### src/rtl/sevseg_pkg.sv
// sevseg_pkg
//   Shared widths, the stock digit patterns and the power-up frame table for
//   the seven-segment frame player. Segment bit order is {dp,g,f,e,d,c,b,a}.
package sevseg_pkg;

    localparam int SEG_W       = 8;
    localparam int ADDR_W      = 3;
    localparam int SER_FRAME_W = ADDR_W + SEG_W;   // {addr[2:0], pattern[7:0]}
    localparam int TABLE_N     = 1 << ADDR_W;

    typedef logic [SEG_W-1:0]  seg_t;
    typedef logic [ADDR_W-1:0] addr_t;

    localparam seg_t SEG_DIGIT_0 = 8'h3F;
    localparam seg_t SEG_DIGIT_1 = 8'h06;
    localparam seg_t SEG_DIGIT_2 = 8'h5B;
    localparam seg_t SEG_DIGIT_3 = 8'h4F;
    localparam seg_t SEG_DIGIT_4 = 8'h66;
    localparam seg_t SEG_DIGIT_5 = 8'h6D;
    localparam seg_t SEG_DIGIT_6 = 8'h7D;
    localparam seg_t SEG_DIGIT_7 = 8'h07;

    // Entry i sits at slice [i]; the table powers up showing digits 0..7.
    localparam logic [TABLE_N-1:0][SEG_W-1:0] DEFAULT_TABLE = {
        SEG_DIGIT_7, SEG_DIGIT_6, SEG_DIGIT_5, SEG_DIGIT_4,
        SEG_DIGIT_3, SEG_DIGIT_2, SEG_DIGIT_1, SEG_DIGIT_0
    };

endpackage

### src/rtl/sevseg_frame_player_if.sv
// sevseg_frame_player_if
//   Bundles the step input, the three-wire serial load pins and the display /
//   status outputs of the frame player.
//   master : drives i_count and the serial pins, observes the outputs
//   slave  : the frame player itself
interface sevseg_frame_player_if;
    import sevseg_pkg::*;

    addr_t i_count;         // step index, synchronous to the system clock
    logic  i_ser_clk;       // serial load clock (asynchronous pin)
    logic  i_ser_data;      // serial load data, MSB first (asynchronous pin)
    logic  i_ser_latch;     // serial commit (asynchronous pin)
    seg_t  o_seg;           // registered segment drive {dp,g,f,e,d,c,b,a}
    logic  o_frame_strobe;  // one-cycle pulse when o_seg moves to a new step
    logic  o_load_done;     // one-cycle pulse on a table write
    logic  o_load_err;      // one-cycle pulse on a short frame at latch

    modport master (
        output i_count, i_ser_clk, i_ser_data, i_ser_latch,
        input  o_seg, o_frame_strobe, o_load_done, o_load_err
    );

    modport slave (
        input  i_count, i_ser_clk, i_ser_data, i_ser_latch,
        output o_seg, o_frame_strobe, o_load_done, o_load_err
    );

endinterface

### src/rtl/sevseg_sync_edge.sv
// sevseg_sync_edge
//   Brings one asynchronous pin into the clk domain through SYNC_STAGES flops
//   and, when EDGE_EN is set, flags its rising edge with a one-cycle pulse.
//   clk   : system clock
//   rst   : asynchronous active-high reset, clears the chain
//   pin   : asynchronous input
//   level : synchronized level
//   rise  : one-cycle pulse on a synchronized 0->1 transition (0 if EDGE_EN=0)
module sevseg_sync_edge #(
    parameter int SYNC_STAGES = 2,
    parameter bit EDGE_EN     = 1'b1
) (
    input  logic clk,
    input  logic rst,
    input  logic pin,
    output logic level,
    output logic rise
);

    logic [SYNC_STAGES-1:0] chain;

    always_ff @(posedge clk or posedge rst) begin
        if (rst) begin
            chain <= '0;
        end else begin
            chain <= {chain[SYNC_STAGES-2:0], pin};
        end
    end

    assign level = chain[SYNC_STAGES-1];

    if (EDGE_EN) begin : g_edge
        logic prev;

        always_ff @(posedge clk or posedge rst) begin
            if (rst) begin
                prev <= 1'b0;
            end else begin
                prev <= level;
            end
        end

        assign rise = level & ~prev;
    end else begin : g_no_edge
        assign rise = 1'b0;
    end

endmodule

### src/rtl/sevseg_frame_player.sv
// sevseg_frame_player
//   Shows table[i_count] on a seven-segment display and strobes once per step
//   change. The 8-entry pattern table can be rewritten at run time by an
//   11-bit serial frame {addr, pattern} shifted in on slow asynchronous pins.
//   i_clk  : system clock
//   i_rst  : asynchronous active-high reset (table back to digits 0..7)
//   bus    : slave side of sevseg_frame_player_if (step input, serial pins,
//            o_seg / o_frame_strobe / o_load_done / o_load_err)
//   SYNC_STAGES : synchronizer depth on each serial pin (>= 2)
//   INVERT_OUT  : 1 inverts o_seg for common-anode displays
module sevseg_frame_player
    import sevseg_pkg::*;
#(
    parameter int SYNC_STAGES = 2,
    parameter bit INVERT_OUT  = 1'b0
) (
    input  logic                  i_clk,
    input  logic                  i_rst,
    sevseg_frame_player_if.slave  bus
);

    localparam seg_t OUT_MASK = INVERT_OUT ? '1 : '0;
    localparam int   CNT_W    = $clog2(SER_FRAME_W + 1);
    localparam logic [CNT_W-1:0] FULL = CNT_W'(SER_FRAME_W);

    logic ser_clk_rise, ser_latch_rise, ser_data_lvl;
    logic ser_clk_lvl_unused, ser_latch_lvl_unused, ser_data_rise_unused;

    sevseg_sync_edge #(.SYNC_STAGES(SYNC_STAGES), .EDGE_EN(1'b1)) u_sync_clk (
        .clk(i_clk), .rst(i_rst), .pin(bus.i_ser_clk),
        .level(ser_clk_lvl_unused), .rise(ser_clk_rise)
    );

    sevseg_sync_edge #(.SYNC_STAGES(SYNC_STAGES), .EDGE_EN(1'b1)) u_sync_latch (
        .clk(i_clk), .rst(i_rst), .pin(bus.i_ser_latch),
        .level(ser_latch_lvl_unused), .rise(ser_latch_rise)
    );

    sevseg_sync_edge #(.SYNC_STAGES(SYNC_STAGES), .EDGE_EN(1'b0)) u_sync_data (
        .clk(i_clk), .rst(i_rst), .pin(bus.i_ser_data),
        .level(ser_data_lvl), .rise(ser_data_rise_unused)
    );

    logic [TABLE_N-1:0][SEG_W-1:0] table_q;
    logic [SER_FRAME_W-1:0]        sh_q, sh_next;
    logic [CNT_W-1:0]              bits_q, bits_next;
    addr_t                         count_q;
    seg_t                          seg_q;
    logic                          strobe_q, done_q, err_q;

    logic  commit, step;
    addr_t wr_addr;
    seg_t  wr_seg, step_seg;

    // The shift happens before the commit is judged, so a latch edge that
    // coincides with the last clock edge still sees the complete frame.
    always_comb begin
        sh_next   = sh_q;
        bits_next = bits_q;
        if (ser_clk_rise) begin
            sh_next = {sh_q[SER_FRAME_W-2:0], ser_data_lvl};
            if (bits_q != FULL) begin
                bits_next = bits_q + CNT_W'(1);
            end
        end
    end

    assign commit  = ser_latch_rise && (bits_next == FULL);
    assign wr_addr = sh_next[SER_FRAME_W-1 -: ADDR_W];
    assign wr_seg  = sh_next[SEG_W-1:0];
    assign step    = (bus.i_count != count_q);

    // Write-first: a step onto the entry being written shows the new pattern.
    assign step_seg = (commit && (wr_addr == bus.i_count)) ? wr_seg
                                                           : table_q[bus.i_count];

    always_ff @(posedge i_clk or posedge i_rst) begin
        if (i_rst) begin
            table_q  <= DEFAULT_TABLE;
            sh_q     <= '0;
            bits_q   <= '0;
            count_q  <= '0;
            seg_q    <= DEFAULT_TABLE[0] ^ OUT_MASK;
            strobe_q <= 1'b0;
            done_q   <= 1'b0;
            err_q    <= 1'b0;
        end else begin
            sh_q     <= sh_next;
            bits_q   <= ser_latch_rise ? '0 : bits_next;
            count_q  <= bus.i_count;
            strobe_q <= step;
            done_q   <= commit;
            err_q    <= ser_latch_rise & ~commit;
            if (commit) begin
                table_q[wr_addr] <= wr_seg;
            end
            // Without a step the display keeps tracking the current entry,
            // which brings a rewrite of that entry out one edge after commit.
            if (step) begin
                seg_q <= step_seg ^ OUT_MASK;
            end else begin
                seg_q <= table_q[count_q] ^ OUT_MASK;
            end
        end
    end

    assign bus.o_seg          = seg_q;
    assign bus.o_frame_strobe = strobe_q;
    assign bus.o_load_done    = done_q;
    assign bus.o_load_err     = err_q;

endmodule

### src/flat_wrapper.sv
// flat-port wrapper written by rule: the top's interface ports become plain ports
module sevseg_frame_player_flat import sevseg_pkg::*;
#(
    parameter int SYNC_STAGES = 2,
    parameter bit INVERT_OUT  = 1'b0
)
  (i_clk, i_rst, bus_i_count, bus_i_ser_clk, bus_i_ser_data, bus_i_ser_latch, bus_o_seg, bus_o_frame_strobe, bus_o_load_done, bus_o_load_err);
  sevseg_frame_player_if bus_i ();
  input  logic i_clk;
  input  logic i_rst;
  input wire logic [$bits(bus_i.i_count)-1:0] bus_i_count;
  input wire logic [$bits(bus_i.i_ser_clk)-1:0] bus_i_ser_clk;
  input wire logic [$bits(bus_i.i_ser_data)-1:0] bus_i_ser_data;
  input wire logic [$bits(bus_i.i_ser_latch)-1:0] bus_i_ser_latch;
  output wire logic [$bits(bus_i.o_seg)-1:0] bus_o_seg;
  output wire logic [$bits(bus_i.o_frame_strobe)-1:0] bus_o_frame_strobe;
  output wire logic [$bits(bus_i.o_load_done)-1:0] bus_o_load_done;
  output wire logic [$bits(bus_i.o_load_err)-1:0] bus_o_load_err;
  assign bus_i.i_count = bus_i_count;
  assign bus_i.i_ser_clk = bus_i_ser_clk;
  assign bus_i.i_ser_data = bus_i_ser_data;
  assign bus_i.i_ser_latch = bus_i_ser_latch;
  assign bus_o_seg = bus_i.o_seg;
  assign bus_o_frame_strobe = bus_i.o_frame_strobe;
  assign bus_o_load_done = bus_i.o_load_done;
  assign bus_o_load_err = bus_i.o_load_err;
  sevseg_frame_player #(.SYNC_STAGES(SYNC_STAGES), .INVERT_OUT(INVERT_OUT)) u_core (.i_clk(i_clk), .i_rst(i_rst), .bus(bus_i));
endmodule
### config.mk
export PLATFORM = sky130hd
export DESIGN_NAME = sevseg_frame_player_flat
export DESIGN_NICKNAME = d
export VERILOG_FILES = /design/src/rtl/sevseg_pkg.sv /design/src/rtl/sevseg_frame_player_if.sv /design/src/rtl/sevseg_sync_edge.sv /design/src/rtl/sevseg_frame_player.sv /design/src/flat_wrapper.sv
export SDC_FILE = /design/constraint.sdc
export NUM_CORES = 1
export LEC_CHECK = 0
export CORE_MARGIN = 2
export CORE_UTILIZATION = 63
export CTS_BUF_LIST = sky130_fd_sc_hd__clkbuf_8
export CTS_CLUSTER_DIAMETER = 150
export DETAILED_ROUTE_END_ITERATION = 16
export PLACE_DENSITY = 0.82
export SLEW_MARGIN = 25
export SYNTH_ARGS = -nofsm -noshare
export SYNTH_HDL_FRONTEND = slang
export SYNTH_SLANG_ARGS = --single-unit
### constraint.sdc
create_clock -name i_clk -period 5.2 [get_ports i_clk]
set_clock_uncertainty 0.05 [all_clocks]
set_input_delay 1.56 -clock i_clk [delete_from_list [all_inputs] [get_ports i_clk]]
set_output_delay 1.56 -clock i_clk [all_outputs]
set_load 0.01 [all_outputs]
* After elaboration in Yosys (flattened, before gate mapping)
Index checks and enable logic that the tools add are counted.
Storage, ports and cells: bits in registers 101, latch bits 0, bits in writable memories 0, ROM bits 0, input port bits 8, output and inout bits 11, word-level logic and storage cells 51, memories kept 0
Operators by class: add/sub/neg operators 1, multipliers 0, divide/modulo/power cells 0, magnitude comparators 4, equal/unequal tests 4, shift-type cells 0, muxes and demuxes 13, bitwise operators 6, reductions and logical operators 3
Operators by type and width (count):
- $bwmux W64 | 1
- $bmux W8 S3 | 2
- $mux W8 | 5
- $demux W8 S3 | 1
- $lt A3 B4 Y1 const B | 3
- $mux W4 | 3
- $mux W11 | 1
- $add A4 B1 Y4 const B | 1
- $eq A4 B4 Y1 const B | 1
- $ne A4 B4 Y1 const B | 1
- $and A1 B1 Y1 | 3
- $eq A3 B3 Y1 | 1
- $ge A3 B1 Y1 const B | 1
- $logic_and A1 B1 Y1 | 3
- $ne A3 B3 Y1 | 1
- $not A1 Y1 | 3

* Longest topological paths before layout
depth in word-level cells 8, depth in mapped cells 8

* By module
Synthesis repeated with hierarchy kept, for this count alone.
Second synthesis, totals: cells, all modules 342, area, all modules 5156.2 sq um
By module, submodules not included:
- sevseg_frame_player | instances 1, cells each 327, area each 4906.0 sq um, sequential area each 2379.8 sq um
- sevseg_sync_edge (u_core.u_sync_clk ...) | instances 2, cells each 5, area each 92.6 sq um, sequential area each 75.1 sq um
- sevseg_sync_edge (u_core.u_sync_data) | instances 1, cells each 5, area each 65.1 sq um, sequential area each 50.0 sq um

* Worst setup path after synthesis
Ideal clock, no wire load.
path kind input port to flip-flop, from input port bus_i_count[1], to register u_core.seg_q[6] (netlist: u_core.bus.o_seg[6]), setup time 0.135 ns, data arrival time 3.105 ns, required time 5.015 ns, slack 1.910 ns, cell stages on the path 6, cells stage by stage clkbuf_1 clkbuf_1 mux4_2 mux2_2 mux2i_1 o21ai_0
On the way: word-level cells in the longest chain between the ends 4, elaborated cells on any way between the ends 7, classes of those cells 2 x eq/ne; 4 x mux; 1 x reduce/logical
Ends and longest elaborated chain:
- start: declaration | line flat_wrapper.sv:11 | input wire logic [$bits(bus_i.i_count)-1:0] bus_i_count;
- $bmux W8 S3 or $eq A3 B3 Y1 (tied branches) | line sevseg_frame_player.sv:75, sevseg_frame_player.sv:74
- $mux W8 (implied by the code) or $logic_and A1 B1 Y1 (tied branches) | line sevseg_frame_player.sv:75, sevseg_frame_player.sv:74
- $mux W8 | line sevseg_frame_player.sv:74 | assign step_seg = (commit && (wr_addr == bus.i_count)) ? wr_seg
- $mux W8 (*) | line sevseg_frame_player.sv:99 | if (step) begin
- end signal: assignment | line sevseg_frame_player.sv:83 | seg_q <= DEFAULT_TABLE[0] ^ OUT_MASK;
- end signal: assignment | line sevseg_frame_player.sv:100 | seg_q <= step_seg ^ OUT_MASK;
- end signal: assignment | line sevseg_frame_player.sv:102 | seg_q <= table_q[count_q] ^ OUT_MASK;
- end: declaration | line sevseg_frame_player.sv:48 | seg_t seg_q;
Every way passes the cells marked *; elsewhere a longest branch is shown, timed or not. The select of a mux whose other input is x is not followed. A chain may end at the register's enable or synchronous reset.

* Worst setup path in the final report
from input port bus_i_count[2], to register u_core.seg_q[1] (netlist: u_core.bus.o_seg[1])
Same word-level chain as after synthesis.

==> run metrics <==
top-count cell post-synth=dfrtp_1; Synthesized Nets=368; Comb pwr share=a little over a tenth; endpoints failing setup=0; Seq cells post-synth=just over 100; simple-gate share of the synthesized area=8.48%; HPWL Detailed=between 6000 and 7000 um; GRT Total Usage=27.2%; Hold Path Class=register to register; combinational family with the most area after synthesis=multiplexers; Seq/Total Area, Yosys=around half; total power divided by cell area=267 nW/um^2; slew margin rel.=40.9%; r2r setup slk=about 2.4 ns; CP cell instances=clkdlybuf4s50_1 > xnor2_1 > o2111ai_1 > nand2_1 > nand4_1 > mux2i_1 > o21ai_0; routed wire length=10700 um; Clk Latency, worst-skew pair=around 0.36 ns; CTS Root Cell=clkbuf_8; IO Count=19; leak pwr=2.54 nW; worst-margin pin slew=about 0.9 ns; layout cells sized above 1=46.9%; Buffers & Inverters on Critical Path=1; starting density of the core=65.7%; top-area cell type share of the netlist area=28.9%; hold_ws=0.302 ns; Synth top cells by count=dfrtp_1, mux2_2, dfstp_2, nand2_1, mux4_2; post-synthesis async set-or-reset flop share=100%; pin count of the biggest net entering global routing=49; via count=3104; Ys Warns=0; first-pass GRT wire length=17700 um; Top delay family on crit path=buffers and inverters; Final Wtd Congestion=0.817; GRT met1 Usage=37.9%; fin crit share=72.1%; n_diodes=0; die area=8840 um^2; Fmax=approximately 270 MHz; iteration count of the initial detailed-routing pass=4; I/O Buffers=18; Clk pwr share=32.2%; reg-to-reg endpoint=u_core.table_q[23]$_DFFE_PP0P_; minimum clock period=about 3.8 ns; wire per inst=roughly 22 um; met2 Track Usage GR=43.2%; GRT overflow=0; hold worst-path end=u_core.u_sync_clk.chain[1]$_DFF_PP0_; chip width=94.0 um; unrepaired setup endpoints after global routing=false; vias in the first global route=3194; P_int=1.09 mW; Detail Route Antenna Nets=0; post-CTS setup buffers=0; cell accounting for the most synthesized area=dfrtp_1; CTS Hold Bufs=0; Post-Synthesis Cells=between 300 and 400; Resized Gates After CTS=0; CP startpoint kind=primary input; initial antenna violation count=0; Reg2Reg Launch Point=u_core.bits_q[0]$_DFF_PP0_; clock tree buffer depth=2; Max Cap Viol=0; DRC Markers=0; Worst Hold Depth=0; Mapped Avg Cell Area=14.2 um^2; synth unique cells=40; xor/xnor share of the synthesized area=1.54%; FF-to-FF path depth=7; clock transition at the registers of the reported paths=0.09 ns; Worst path slowest cell=clkdlybuf4s50_1; number of synthesized flops with an enable pin=0; CTS Buf Count=9; Num Clock Sinks=101; Die Span Y=about 94 um; core area=around 7800 um^2; top post-synthesis cells by area=dfrtp_1, dfstp_2, mux4_2, mux2_2, mux2_4; post-synthesis mux area share=33.9%; status=completed; Crit. End Element=register; CTS tree=done; Final Hold Viols=0; Via density=6.48; GRT busiest layer=met2; Worst EP arrival=3.99 ns; CP peak stage delay=just under 1 ns; fin nets=around 380; Area growth, synth to finish=8.71%; Synth Cell Area=5100 um^2; setup TNS=0 ns; H-tree depth=3; Final Slew Violations=0; sw frac=26.6%; Post-Place Cell Area=5360 um^2; compound-gate portion of the synthesized area=3.26%; CP Max Fanout=15; met3 usage=7.22%; WS Path Type=primary input to register; Critical Path RT=5.44 ns; ys flop type=dfrtp_1; initial DRC count=185; maximum vdd drop=0.153 mV; hold path startpoint=u_core.u_sync_clk.chain[0]$_DFF_PP0_; post-route cell area=5550 um^2; switching pwr=0.393 mW; Reg power frac=57.3%; adder-cell share of the synthesized area=0.245%; Site Rows=32
==> per-stage QoR <==
step / cells / power (mW) / worst slack [ns] / util [%]
after global routing: 479 / 1.54 / 1.30 / 71.4
after detailed placement: 463 / 1.02 / 1.03 / 69.0
final: 479 / 1.48 / 1.45 / 71.4
after CTS: 479 / 1.49 / 1.44 / 71.4
after floorplan: 359 / 0.969 / 1.01 / -
after global placement: 463 / 1.01 / 1.16 / 69.0
==> state kept, by name, summed over array words and instances, names as in the netlist, 2 cells and up <==
signal	flops
u_core.sh_q	11
u_core.u_sync_clk.chain	2
u_core.table_q	64
u_core.bits_q	4
u_core.count_q	3
u_core.u_sync_latch.chain	2
u_core.bus.o_seg	8
u_core.u_sync_data.chain	2
==> logic make-up (layout without fill, tap and decap cells) <==
kind of cell             Yosys count  count (layout)
AND/OR/NAND/NOR                   82              82
AO/OA/AOI/OAI                     25              25
multiplexers                     117             117
XOR/XNOR                           9               9
adder cells (fa/ha/maj)            1               1
flip-flops                       101             101
buffers and inverters             24              42
==> routing by layer <==
metal  vias to the layer above  part of all wire (%)  routed length (um)
met2                        88                    49                5270
met4                         0                   2.3                 244
li1                       1346                     -                   -
met1                      1648                    43                4600
met5                         -                     0                   0
met3                        22                   5.8                 622
==> power groups by stage <==
stage | sequential (mW) | clock (mW) | combinational, mW
after floorplan | 0.843 | 0 | 0.126
after global placement | 0.859 | 0 | 0.152
after detailed placement | 0.860 | 0 | 0.156
after CTS | 0.846 | 0.483 | 0.157
after global routing | 0.851 | 0.513 | 0.175
final | 0.847 | 0.475 | 0.156
==> worst max path at each step <==
stage | start | endpoint | cells past startpoint
3_3_place_gp | bus_i_count[2] | u_core.bus.o_seg[7]$_DFF_PP0_ | 7
6_report | bus_i_count[2] | u_core.bus.o_seg[1]$_DFF_PP1_ | 7
3_5_place_dp | bus_i_count[2] | u_core.bus.o_seg[7]$_DFF_PP0_ | 7
2_1_floorplan | i_rst | u_core.bits_q[0]$_DFF_PP0_ | 1
4_1_cts | bus_i_count[2] | u_core.bus.o_seg[7]$_DFF_PP0_ | 7
5_1_grt | bus_i_count[2] | u_core.bus.o_seg[3]$_DFF_PP1_ | 7
==> placed cells by master (no fill, tap or decap), drive strengths merged, types with 2 or more instances in the layout <==
| master | n |
|---|---|
| mux2 | 74 |
| dfrtp | 59 |
| nand2 | 46 |
| dfstp | 42 |
| mux4 | 32 |
| clkdlybuf4s50 | 18 |
| mux2i | 11 |
| clkbuf | 9 |
| nor2 | 8 |
| o21ai | 8 |
| nand2b | 7 |
| nor2b | 5 |
| xnor2 | 5 |
| buf | 5 |
| inv | 5 |
| o22ai | 4 |
| xor2 | 4 |
| nor3 | 4 |
| a21oi | 3 |
| a221oi | 3 |
| clkinv | 3 |
| and3 | 3 |
| nand3 | 2 |
| o22a | 2 |
| and2 | 2 |
| o2111ai | 2 |
==> final cells by class <==
type,instances,area [um^2]
flip-flops and latches,101,2580
fillers,504,2220
clock inverters,7,60.1
repair buffers,23,218
well taps,102,128
inverters,3,13.8
clock buffers,9,124
multi-input cells,234,2420
==> worst reg2reg max path: cells and delay by family (launching register included) <==
| kind | cells | cell delay (ns) |
|---|---|---|
| simple gates | 5 | 1.49 |
| fa+ha+maj | 1 | 0.29 |
| mux | 1 | 0.42 |
| flops | 1 | 0.46 |
(Power assumes the default switching activity.)
